===== config.mk =====
export PLATFORM = sky130hd
export DESIGN_NAME = param_fifo
export DESIGN_NICKNAME = d
export VERILOG_FILES = /design/src/rtl/fifo_pkg.sv /design/src/rtl/fifo_ram.sv /design/src/rtl/param_fifo.sv
export SDC_FILE = /design/constraint.sdc
export NUM_CORES = 1
export LEC_CHECK = 0
export CAP_MARGIN = 0
export CORE_ASPECT_RATIO = 0.75
export CORE_MARGIN = 5
export CORE_UTILIZATION = 53
export CTS_CLUSTER_SIZE = 16
export DETAILED_ROUTE_END_ITERATION = 10
export PLACE_DENSITY = 0.75
export SLEW_MARGIN = 10
export SYNTH_ARGS = -nofsm -noshare
export SYNTH_HDL_FRONTEND = slang
export SYNTH_SLANG_ARGS = --single-unit

===== constraint.sdc =====
create_clock -name clk -period 2.47 [get_ports clk]
set_input_delay 0.247 -clock clk [delete_from_list [all_inputs] [get_ports clk]]
set_output_delay 0.247 -clock clk [all_outputs]
set_load 0.005 [all_outputs]

===== src/rtl/fifo_pkg.sv =====
// Shared constants and helpers for the parameterised FIFO.
package fifo_pkg;

  // Read-mode selectors for the FWFT parameter.
  localparam int FWFT_OFF = 0;
  localparam int FWFT_ON  = 1;

  // Pointer width: address bits plus one wrap bit.
  function automatic int ptr_width(input int depth);
    return $clog2(depth) + 1;
  endfunction

endpackage


===== src/rtl/fifo_ram.sv =====
// Simple dual-port storage: one write port, one registered read port, no reset.
// Reads return the old contents when the same address is written on the same edge.
module fifo_ram #(
  parameter int DATA_W = 8,
  parameter int DEPTH  = 16
) (
  input  logic                     clk,
  input  logic                     wr_en,
  input  logic [$clog2(DEPTH)-1:0] wr_addr,
  input  logic [DATA_W-1:0]        wr_data,
  input  logic                     rd_en,
  input  logic [$clog2(DEPTH)-1:0] rd_addr,
  output logic [DATA_W-1:0]        rd_data
);

  logic [DATA_W-1:0] mem [DEPTH];
  logic [DATA_W-1:0] rd_data_q;

  // Write port and registered read port share one clocked process.
  always_ff @(posedge clk) begin
    if (wr_en) begin
      mem[wr_addr] <= wr_data;
    end
    if (rd_en) begin
      rd_data_q <= mem[rd_addr];
    end
  end

  assign rd_data = rd_data_q;

endmodule


===== src/rtl/param_fifo.sv =====
// Synchronous FIFO with wrap-bit pointers, registered status flags, sticky
// error flags and a selectable registered-read or first-word-fall-through port.
module param_fifo
  import fifo_pkg::*;
#(
  parameter int DATA_W    = 8,
  parameter int DEPTH     = 16,
  parameter int AF_MARGIN = 2,
  parameter int AE_MARGIN = 2,
  parameter int FWFT      = FWFT_OFF
) (
  input  logic                     clk,
  input  logic                     rst_n,
  input  logic [DATA_W-1:0]        data_in,
  input  logic                     write_en,
  input  logic                     read_en,
  input  logic                     clr_err,
  output logic [DATA_W-1:0]        data_out,
  output logic                     read_valid,
  output logic                     full,
  output logic                     empty,
  output logic                     almost_full,
  output logic                     almost_empty,
  output logic [$clog2(DEPTH):0]   count,
  output logic                     overflow,
  output logic                     underflow
);

  localparam int PW = ptr_width(DEPTH);
  localparam int AW = PW - 1;

  if (((DEPTH & (DEPTH - 1)) != 0) || (DEPTH < 4) ||
      (AF_MARGIN >= DEPTH) || (AE_MARGIN >= DEPTH)) begin : g_param_check
    $error("param_fifo: DEPTH must be a power of two >= 4 and margins < DEPTH");
  end

  logic [PW-1:0]     wr_ptr_q, wr_ptr_d, rd_ptr_q, rd_ptr_d;
  logic [PW-1:0]     count_q, count_d;
  logic              full_q, full_d, empty_q, empty_d;
  logic              af_q, af_d, ae_q, ae_d;
  logic              ovf_q, ovf_d, udf_q, udf_d;
  logic              rvalid_q, rvalid_d;
  logic              loaded_q, loaded_d;   // data_out has been given real data since reset
  logic              byp_sel_q, byp_sel_d; // head word was written on the last edge
  logic [DATA_W-1:0] byp_data_q, byp_data_d;
  logic              wr_accept, rd_accept;
  logic              ram_wr_en, ram_rd_en;
  logic [AW-1:0]     ram_rd_addr;
  logic [DATA_W-1:0] ram_rd_data;

  // Accept decisions, next pointers, next flags and mode-specific read control.
  always_comb begin
    rd_accept  = read_en && !empty_q;
    wr_accept  = write_en && (!full_q || rd_accept);
    ram_wr_en  = wr_accept && rst_n;
    wr_ptr_d   = wr_ptr_q + PW'(wr_accept);
    rd_ptr_d   = rd_ptr_q + PW'(rd_accept);
    count_d    = count_q;
    if (wr_accept && !rd_accept) count_d = count_q + 1'b1;
    if (rd_accept && !wr_accept) count_d = count_q - 1'b1;
    empty_d    = (wr_ptr_d == rd_ptr_d);
    full_d     = (wr_ptr_d[AW-1:0] == rd_ptr_d[AW-1:0]) && (wr_ptr_d[PW-1] != rd_ptr_d[PW-1]);
    af_d       = (count_d >= PW'(DEPTH - AF_MARGIN));
    ae_d       = (count_d <= PW'(AE_MARGIN));
    ovf_d      = (ovf_q && !clr_err) || (write_en && !wr_accept);
    udf_d      = (udf_q && !clr_err) || (read_en && empty_q);
    byp_data_d = data_in;
    if (FWFT == FWFT_ON) begin
      // Keep the RAM pointed at the next head; forward a word written straight into it.
      ram_rd_en   = 1'b1;
      ram_rd_addr = rd_ptr_d[AW-1:0];
      byp_sel_d   = wr_accept && (wr_ptr_q[AW-1:0] == rd_ptr_d[AW-1:0]);
      loaded_d    = loaded_q || wr_accept;
      rvalid_d    = !empty_d;
    end else begin
      // Only fetch on an accepted pop so data_out holds between reads.
      ram_rd_en   = rd_accept;
      ram_rd_addr = rd_ptr_q[AW-1:0];
      byp_sel_d   = 1'b0;
      loaded_d    = loaded_q || rd_accept;
      rvalid_d    = rd_accept;
    end
  end

  // State registers with synchronous active-low reset.
  always_ff @(posedge clk) begin
    if (!rst_n) begin
      wr_ptr_q   <= '0;
      rd_ptr_q   <= '0;
      count_q    <= '0;
      full_q     <= 1'b0;
      empty_q    <= 1'b1;
      af_q       <= 1'b0;
      ae_q       <= 1'b1;
      ovf_q      <= 1'b0;
      udf_q      <= 1'b0;
      rvalid_q   <= 1'b0;
      loaded_q   <= 1'b0;
      byp_sel_q  <= 1'b0;
      byp_data_q <= '0;
    end else begin
      wr_ptr_q   <= wr_ptr_d;
      rd_ptr_q   <= rd_ptr_d;
      count_q    <= count_d;
      full_q     <= full_d;
      empty_q    <= empty_d;
      af_q       <= af_d;
      ae_q       <= ae_d;
      ovf_q      <= ovf_d;
      udf_q      <= udf_d;
      rvalid_q   <= rvalid_d;
      loaded_q   <= loaded_d;
      byp_sel_q  <= byp_sel_d;
      byp_data_q <= byp_data_d;
    end
  end

  fifo_ram #(
    .DATA_W (DATA_W),
    .DEPTH  (DEPTH)
  ) u_ram (
    .clk     (clk),
    .wr_en   (ram_wr_en),
    .wr_addr (wr_ptr_q[AW-1:0]),
    .wr_data (data_in),
    .rd_en   (ram_rd_en),
    .rd_addr (ram_rd_addr),
    .rd_data (ram_rd_data)
  );

  assign data_out     = !loaded_q ? '0 : (byp_sel_q ? byp_data_q : ram_rd_data);
  assign read_valid   = rvalid_q;
  assign full         = full_q;
  assign empty        = empty_q;
  assign almost_full  = af_q;
  assign almost_empty = ae_q;
  assign count        = count_q;
  assign overflow     = ovf_q;
  assign underflow    = udf_q;

endmodule


======== Yosys cells after proc, flatten, opt, wreduce, memory -nomap -nowiden ========
Memories as Yosys holds them, arrays and structs flattened. A register that Yosys moved wholly into a read port is not among the register bits.
Index checks and enable logic that the tools add are counted.
storage, ports and cells
  bits in registers ....................... 23
  memories ................................ 1
  RAM bits ................................ 128
  output and inout bits ................... 20
  ROM bits ................................ 0
  input port bits ......................... 13
  bits in latches ......................... 0
memory list
  name       words  width  rd ports  clocked after Yosys merged registers in  wr ports  line            source
  u_ram.mem  16     8      1         1                                        1         fifo_ram.sv:16  logic [DATA_W-1:0] mem [DEPTH];
cells by class
  equal/unequal tests ..................... 3
  div/mod/pow operators ................... 0
  $mul .................................... 0
  magnitude comparators ................... 2
  muxes and demuxes ....................... 5
  bitwise gates (word level) .............. 0
  reductions and logical operators ........ 19
  add/subtract/negate cells ............... 4
  shifts and indexed selects .............. 0
operators by type and width
  operator               count
  $add A5 B1 Y5          2
  $logic_and A1 B1 Y1    10
  $mux W5                2
  $mux W8                1
  $add A5 B1 Y5 const B  1
  $eq A5 B5 Y1           1
  $ge A5 B4 Y1 const B   1
  $le A5 B2 Y1 const B   1
  $logic_not A1 Y1       5
  $sub A5 B1 Y5 const B  1
  $eq A4 B4 Y1           1
  $logic_or A1 B1 Y1     4
  $mux W1                2
  $ne A1 B1 Y1           1

======== Logic depth before layout (Yosys ltp) ========
Gate-level depths: netlist of the first run.
  depth after elaboration ................. 8
  gate-level depth with buffers ........... 10
  mapped depth without buffers ............ 9

======== Hierarchy ========
From an unflattened synthesis of the first run, not the netlist that was laid out.
unflattened totals
  cell total of the unflattened synthesis .. 342
  area total of the unflattened synthesis .. 6349.8 um2
by module, submodules not included
  module      sequential area each (um2)  times used  cells each  area an instance (um2)
  fifo_ram    4083.9                      1           229         5227.5
  param_fifo  460.4                       1           113         1122.3

======== Worst setup path before layout of the first run ========
No wires, ideal clock.
  path type ............................... register to register
  start ................................... register empty_q, in the netlist empty
  end ..................................... memory u_ram.mem[4][0] (enable)
  arrival time ............................ 1943 ps
  setup time .............................. 398 ps
  stages on the path, launching flop included .. 6
  buffers on the path ..................... 1
  required time ........................... 2072 ps
  setup slack ............................. 129 ps
  path through ............................ dfxtp_1 > nand2b_1 > buf_2 > a21boi_1 > and2_1 > nor4b_1
between the ends
  cells in the longest elaborated chain, start to end .. 7
RTL lines
  element                        line               source
  start, declared                param_fifo.sv:39   logic full_q, full_d, empty_q, empty_d;
  start signal, assigned         param_fifo.sv:106  empty_q <= empty_d;
  $logic_not A1 Y1               param_fifo.sv:53   rd_accept = read_en && !empty_q;
  $logic_and A1 B1 Y1            param_fifo.sv:53
  $logic_or A1 B1 Y1             param_fifo.sv:54   wr_accept = write_en && (!full_q || rd_accept);
  $logic_and A1 B1 Y1            param_fifo.sv:54
  $logic_and A1 B1 Y1            param_fifo.sv:55   ram_wr_en = wr_accept && rst_n;
  $mux W1                        fifo_ram.sv:21     if (wr_en) begin
  $mux W1 (not written as such)  fifo_ram.sv:22     mem[wr_addr] <= wr_data;
  end, declared                  fifo_ram.sv:16
No other way between the ends.

======== Final worst setup path of the first run ========
  start ................................... register empty_q, in the netlist empty
  end ..................................... register empty_q, in the netlist empty
between the ends
  cells in the longest elaborated chain, start to end .. 6
  elaborated cells on any way between the ends .. 7
RTL lines
  element                line              source
  $logic_not A1 Y1 *     param_fifo.sv:53
  $logic_and A1 B1 Y1 *  param_fifo.sv:53
  $logic_or A1 B1 Y1     param_fifo.sv:54
  $logic_and A1 B1 Y1    param_fifo.sv:54
  $add A5 B1 Y5          param_fifo.sv:56  wr_ptr_d = wr_ptr_q + PW'(wr_accept);
  $eq A5 B5 Y1 *         param_fifo.sv:61  empty_d = (wr_ptr_d == rd_ptr_d);
Mark *: on every way between the ends. The rest lies on a longest branch, timed or not.
A chain may end at the register's enable or synchronous reset.

==> qor.json, run 1 <==
{
  "pre_antenna_drt_iters": {"value": 5},
  "power.switching": {"value": 1.32, "unit": "mW"},
  "timing.rr.start": {"value": "empty$_SDFF_PN1_"},
  "hold_class": {"value": "input pin to flip-flop"},
  "route.detailed.vias_per_inst": {"value": 5.69},
  "synth-edff-count": {"value": 136},
  "clkSlewWorstSetupHoldPaths": {"value": 60, "unit": "ps"},
  "cts-buffers-inserted": {"value": 17},
  "layout-drive-gt1-share": {"value": 0.201},
  "final_core_utilization": {"value": 0.660},
  "timing.final.ws_setup": {"value": 246, "unit": "ps"},
  "die-height": {"value": 105, "unit": "microns"},
  "final-max-slew-violation-count": {"value": 0},
  "clock_skew": {"value": 8.74, "unit": "ps"},
  "most_frequent_standard_cell_in_the_layout_excluding_fill_and_tap_cells": {"value": "sky130_fd_sc_hd__edfxtp_1"},
  "critPathMaxFanout": {"value": 3},
  "share_seq_of_total_power": {"value": 0.470},
  "synth_async_sr_flop_share": {"value": 0},
  "synth_area_per_cell": {"value": 19.6, "unit": "sq um"},
  "fin_tns_setup": {"value": 0, "unit": "ps"},
  "synth_nets": {"value": 344},
  "finish.cell_count_without_fillers": {"value": 564},
  "peakVddDrop": {"value": 0.650, "unit": "mV"},
  "power_frac_comb": {"value": 0.095},
  "cp_data_required_time": {"value": 2810, "unit": "ps"},
  "finalCritPeriodShare": {"value": 0.901},
  "run_status": {"value": "finished clean"},
  "cpPeakStageDelay": {"value": 550, "unit": "ps"},
  "maxClockFrequency": {"value": 450, "unit": "MHz"},
  "synth.lib_cells_used.distinct": {"value": 40},
  "worst-r2r-setup-slack": {"value": 250, "unit": "ps"},
  "antenna_violations_before_repair": {"value": 0},
  "timing.slew.headroom": {"value": 0.589},
  "holdBufCountCts": {"value": 0},
  "netlist_instances": {"value": 325},
  "post_synth_instance_area": {"value": 6360, "unit": "sq um"},
  "clk_buf_depth": {"value": 2},
  "wl_final": {"value": 11.3, "unit": "mm"},
  "finalWorstPathRequiredPeriod": {"value": 2220, "unit": "ps"},
  "die_area": {"value": 14300, "unit": "sq um"},
  "drt-wirelength-per-cell": {"value": 20.0, "unit": "microns"},
  "final_cell_area": {"value": 7690, "unit": "sq um"},
  "critPathLaunch": {"value": "empty$_SDFF_PN1_"},
  "grt_pass1_wl": {"value": 17.7, "unit": "mm"},
  "ff2ff_path_depth": {"value": 8},
  "first_iter_violations": {"value": 244},
  "global_route.overflow_total": {"value": 0},
  "horizontal_extent_of_the_die": {"value": 136, "unit": "microns"},
  "register_area_share_after_synthesis": {"value": 0.715},
  "cap_violations": {"value": 0},
  "placed_area": {"value": 7010, "unit": "sq um"},
  "finish.net_count": {"value": 408},
  "leakage_power": {"value": 2.62, "unit": "nW"},
  "drc": {"value": 0},
  "ys.flop_type": {"value": "sky130_fd_sc_hd__edfxtp_1"},
  "power.clock.fraction": {"value": 0.435},
  "dpl_worst_slack": {"value": -89.8, "unit": "ps"},
  "cts_setup_buffers": {"value": 0},
  "groute.layer.met2.usage": {"value": 0.241},
  "grt_pass1_vias": {"value": 3103},
  "overall_power_consumption": {"value": 6.50, "unit": "mW"},
  "io_pins": {"value": 33},
  "placementRows": {"value": 34},
  "power_switching_share": {"value": 0.203},
  "via_count": {"value": 3209},
  "globalRouteMet1Util": {"value": 0.252},
  "dp_hpwl": {"value": 7.59, "unit": "mm"},
  "report.final.hold_viol_count": {"value": 0},
  "critical_path.endpoint_type": {"value": "flip-flop"},
  "clk_root_buffer_cell": {"value": "sky130_fd_sc_hd__clkbuf_16"},
  "global_route.peak_usage_layer": {"value": "met1"},
  "min-delay-start": {"value": "clr_err"},
  "min_delay_worst_endpoint": {"value": "overflow$_SDFF_PN0_"},
  "core_area": {"value": 11700, "unit": "sq um"},
  "hold_path_depth": {"value": 4},
  "rsz_0062_raised_after_global_routing": {"value": "false"},
  "grtUsageTotal": {"value": 0.169},
  "insertion_delay": {"value": 410, "unit": "ps"},
  "port_buffers": {"value": 32},
  "synth-seq-cells": {"value": 159},
  "timing.setup.critical_path_class": {"value": "flip-flop to flip-flop"},
  "crit_path_cell_trace": {"value": "nand2b_1 -> a21boi_1 -> ha_1 -> ha_1 -> xor2_1 -> xor2_1 -> or4_1 -> o21ai_1"},
  "fillCellCount": {"value": 786},
  "initial_core_util": {"value": 0.546},
  "antenna-diode-count": {"value": 0},
  "tritoncts": {"value": "yes"},
  "flow.area_growth_from_synthesis": {"value": 20.9, "unit": "%"},
  "timing_worst_slew_pin_value": {"value": 614, "unit": "ps"},
  "timing.critical_path.slowest_stage_cell": {"value": "sky130_fd_sc_hd__or4_1"},
  "finalSetupViolCount": {"value": 0},
  "arrival": {"value": 2570, "unit": "ps"},
  "regToRegEndpoint": {"value": "empty$_SDFF_PN1_"},
  "fin_worst_hold_slack": {"value": 451, "unit": "ps"},
  "final_cell_mix": {"value": "sky130_fd_sc_hd__edfxtp_1, sky130_fd_sc_hd__clkdlybuf4s50_1, sky130_fd_sc_hd__buf_4"},
  "htree_num_levels": {"value": 4},
  "grt_start_max_net_pins": {"value": 33},
  "cell_internal_pwr": {"value": 5.18, "unit": "mW"},
  "met3_usage": {"value": 0.0485},
  "cts_resized": {"value": 0},
  "critPathLaunchType": {"value": "flip-flop"},
  "synth.yosys.warnings": {"value": 0},
  "placed_cells_incl_taps": {"value": 532},
  "numClockSinks": {"value": 159},
  "postRouteAntennaNets": {"value": 0},
  "cellPowerDensity": {"value": 846, "unit": "nW/um^2"},
  "globalplace.congestion": {"value": 0.848}
}
## kinds of logic after synthesis
family	Yosys count	synth area share
buf+inv	20	0.0203
mux	40	0.156
simple gates	69	0.0578
flops	159	0.715
fa+ha+maj	6	0.0118
xor+xnor	15	0.0207
compound gates	16	0.0191
## Yosys cell counts, types with 5 or more instances
library cell               number  area (sq um)
sky130_fd_sc_hd__mux4_2        16           360
sky130_fd_sc_hd__nand2b_1       5          31.3
sky130_fd_sc_hd__mux4_1        24           631
sky130_fd_sc_hd__clkbuf_1       5          18.8
sky130_fd_sc_hd__xor2_1        12           105
sky130_fd_sc_hd__dfxtp_1       23           460
sky130_fd_sc_hd__edfxtp_1     136          4080
sky130_fd_sc_hd__and2_1        18           113
sky130_fd_sc_hd__buf_2          6          30.0
sky130_fd_sc_hd__nor2_1        22          82.6
sky130_fd_sc_hd__nor3_1         5          25.0
sky130_fd_sc_hd__ha_1           6          75.1
sky130_fd_sc_hd__nand3_1        6          30.0
## worst max-delay path: cells and delay by family, from the launching register on
| kind | cells | cell delay, ps |
|---|---|---|
| AOI/OAI and AO/OA | 2 | 390 |
| xor gates and xnor gates | 2 | 300 |
| adders and majority gates | 2 | 390 |
| DFF | 1 | 330 |
| and+or+nand+nor | 2 | 750 |
## area by class of cell
type / count / area [sq um] / share of cell area
multi-input combinational: 146 / 1700 / 0.221
timing repair buffer: 60 / 543 / 0.0706
inverter: 5 / 18.8 / 0.00244
sequential: 159 / 4550 / 0.591
clock inverter: 4 / 47.5 / 0.00618
tap: 162 / 203 / 0.0264
clock buffer: 28 / 632 / 0.0822
## worst max-delay path by stage
stage                                endpoint  depth (start not counted)
floorplan           u_ram.mem[4][0]$_DFFE_PP_                          5
global placement             empty$_SDFF_PN1_                          9
detailed placement           empty$_SDFF_PN1_                          9
CTS                          empty$_SDFF_PN1_                          8
global route                 empty$_SDFF_PN1_                          8
finish                       empty$_SDFF_PN1_                          8
## layer usage
metal	share of wire	vias to the layer above
met5	0	-
met4	0.020	0
met3	0.058	24
met2	0.45	119
met1	0.47	1616
li1	-	1450
## registers in the layout (all words and copies together), names as in the netlist
register,cells
wr_ptr_q,5
full,1
read_valid,1
u_ram.rd_data,8
underflow,1
count,5
u_ram.mem,128
almost_empty,1
loaded_q,1
almost_full,1
overflow,1
rd_ptr_q,5
empty,1
## power groups by stage
stage	clock [mW]	sequential, mW	combinational [mW]
floorplan	0	3.10	0.397
global placement	0	3.10	0.600
detailed placement	0	3.11	0.619
CTS	2.89	3.05	0.625
global route	3.00	3.06	0.668
finish	2.83	3.05	0.620
No activity file was read; power rests on OpenSTA's default activity.
==> run 2, diff against run 1 <==
- GPL_TIMING_DRIVEN: default -> 1
==> results of run 2 <==
Final layout, timing and power as in run 1 (identical DEF).
==> run 3, diff against run 2 <==
- GPL_ROUTABILITY_DRIVEN: default -> 0
==> results of run 3 <==
Final layout, timing and power as in run 1 (identical DEF).
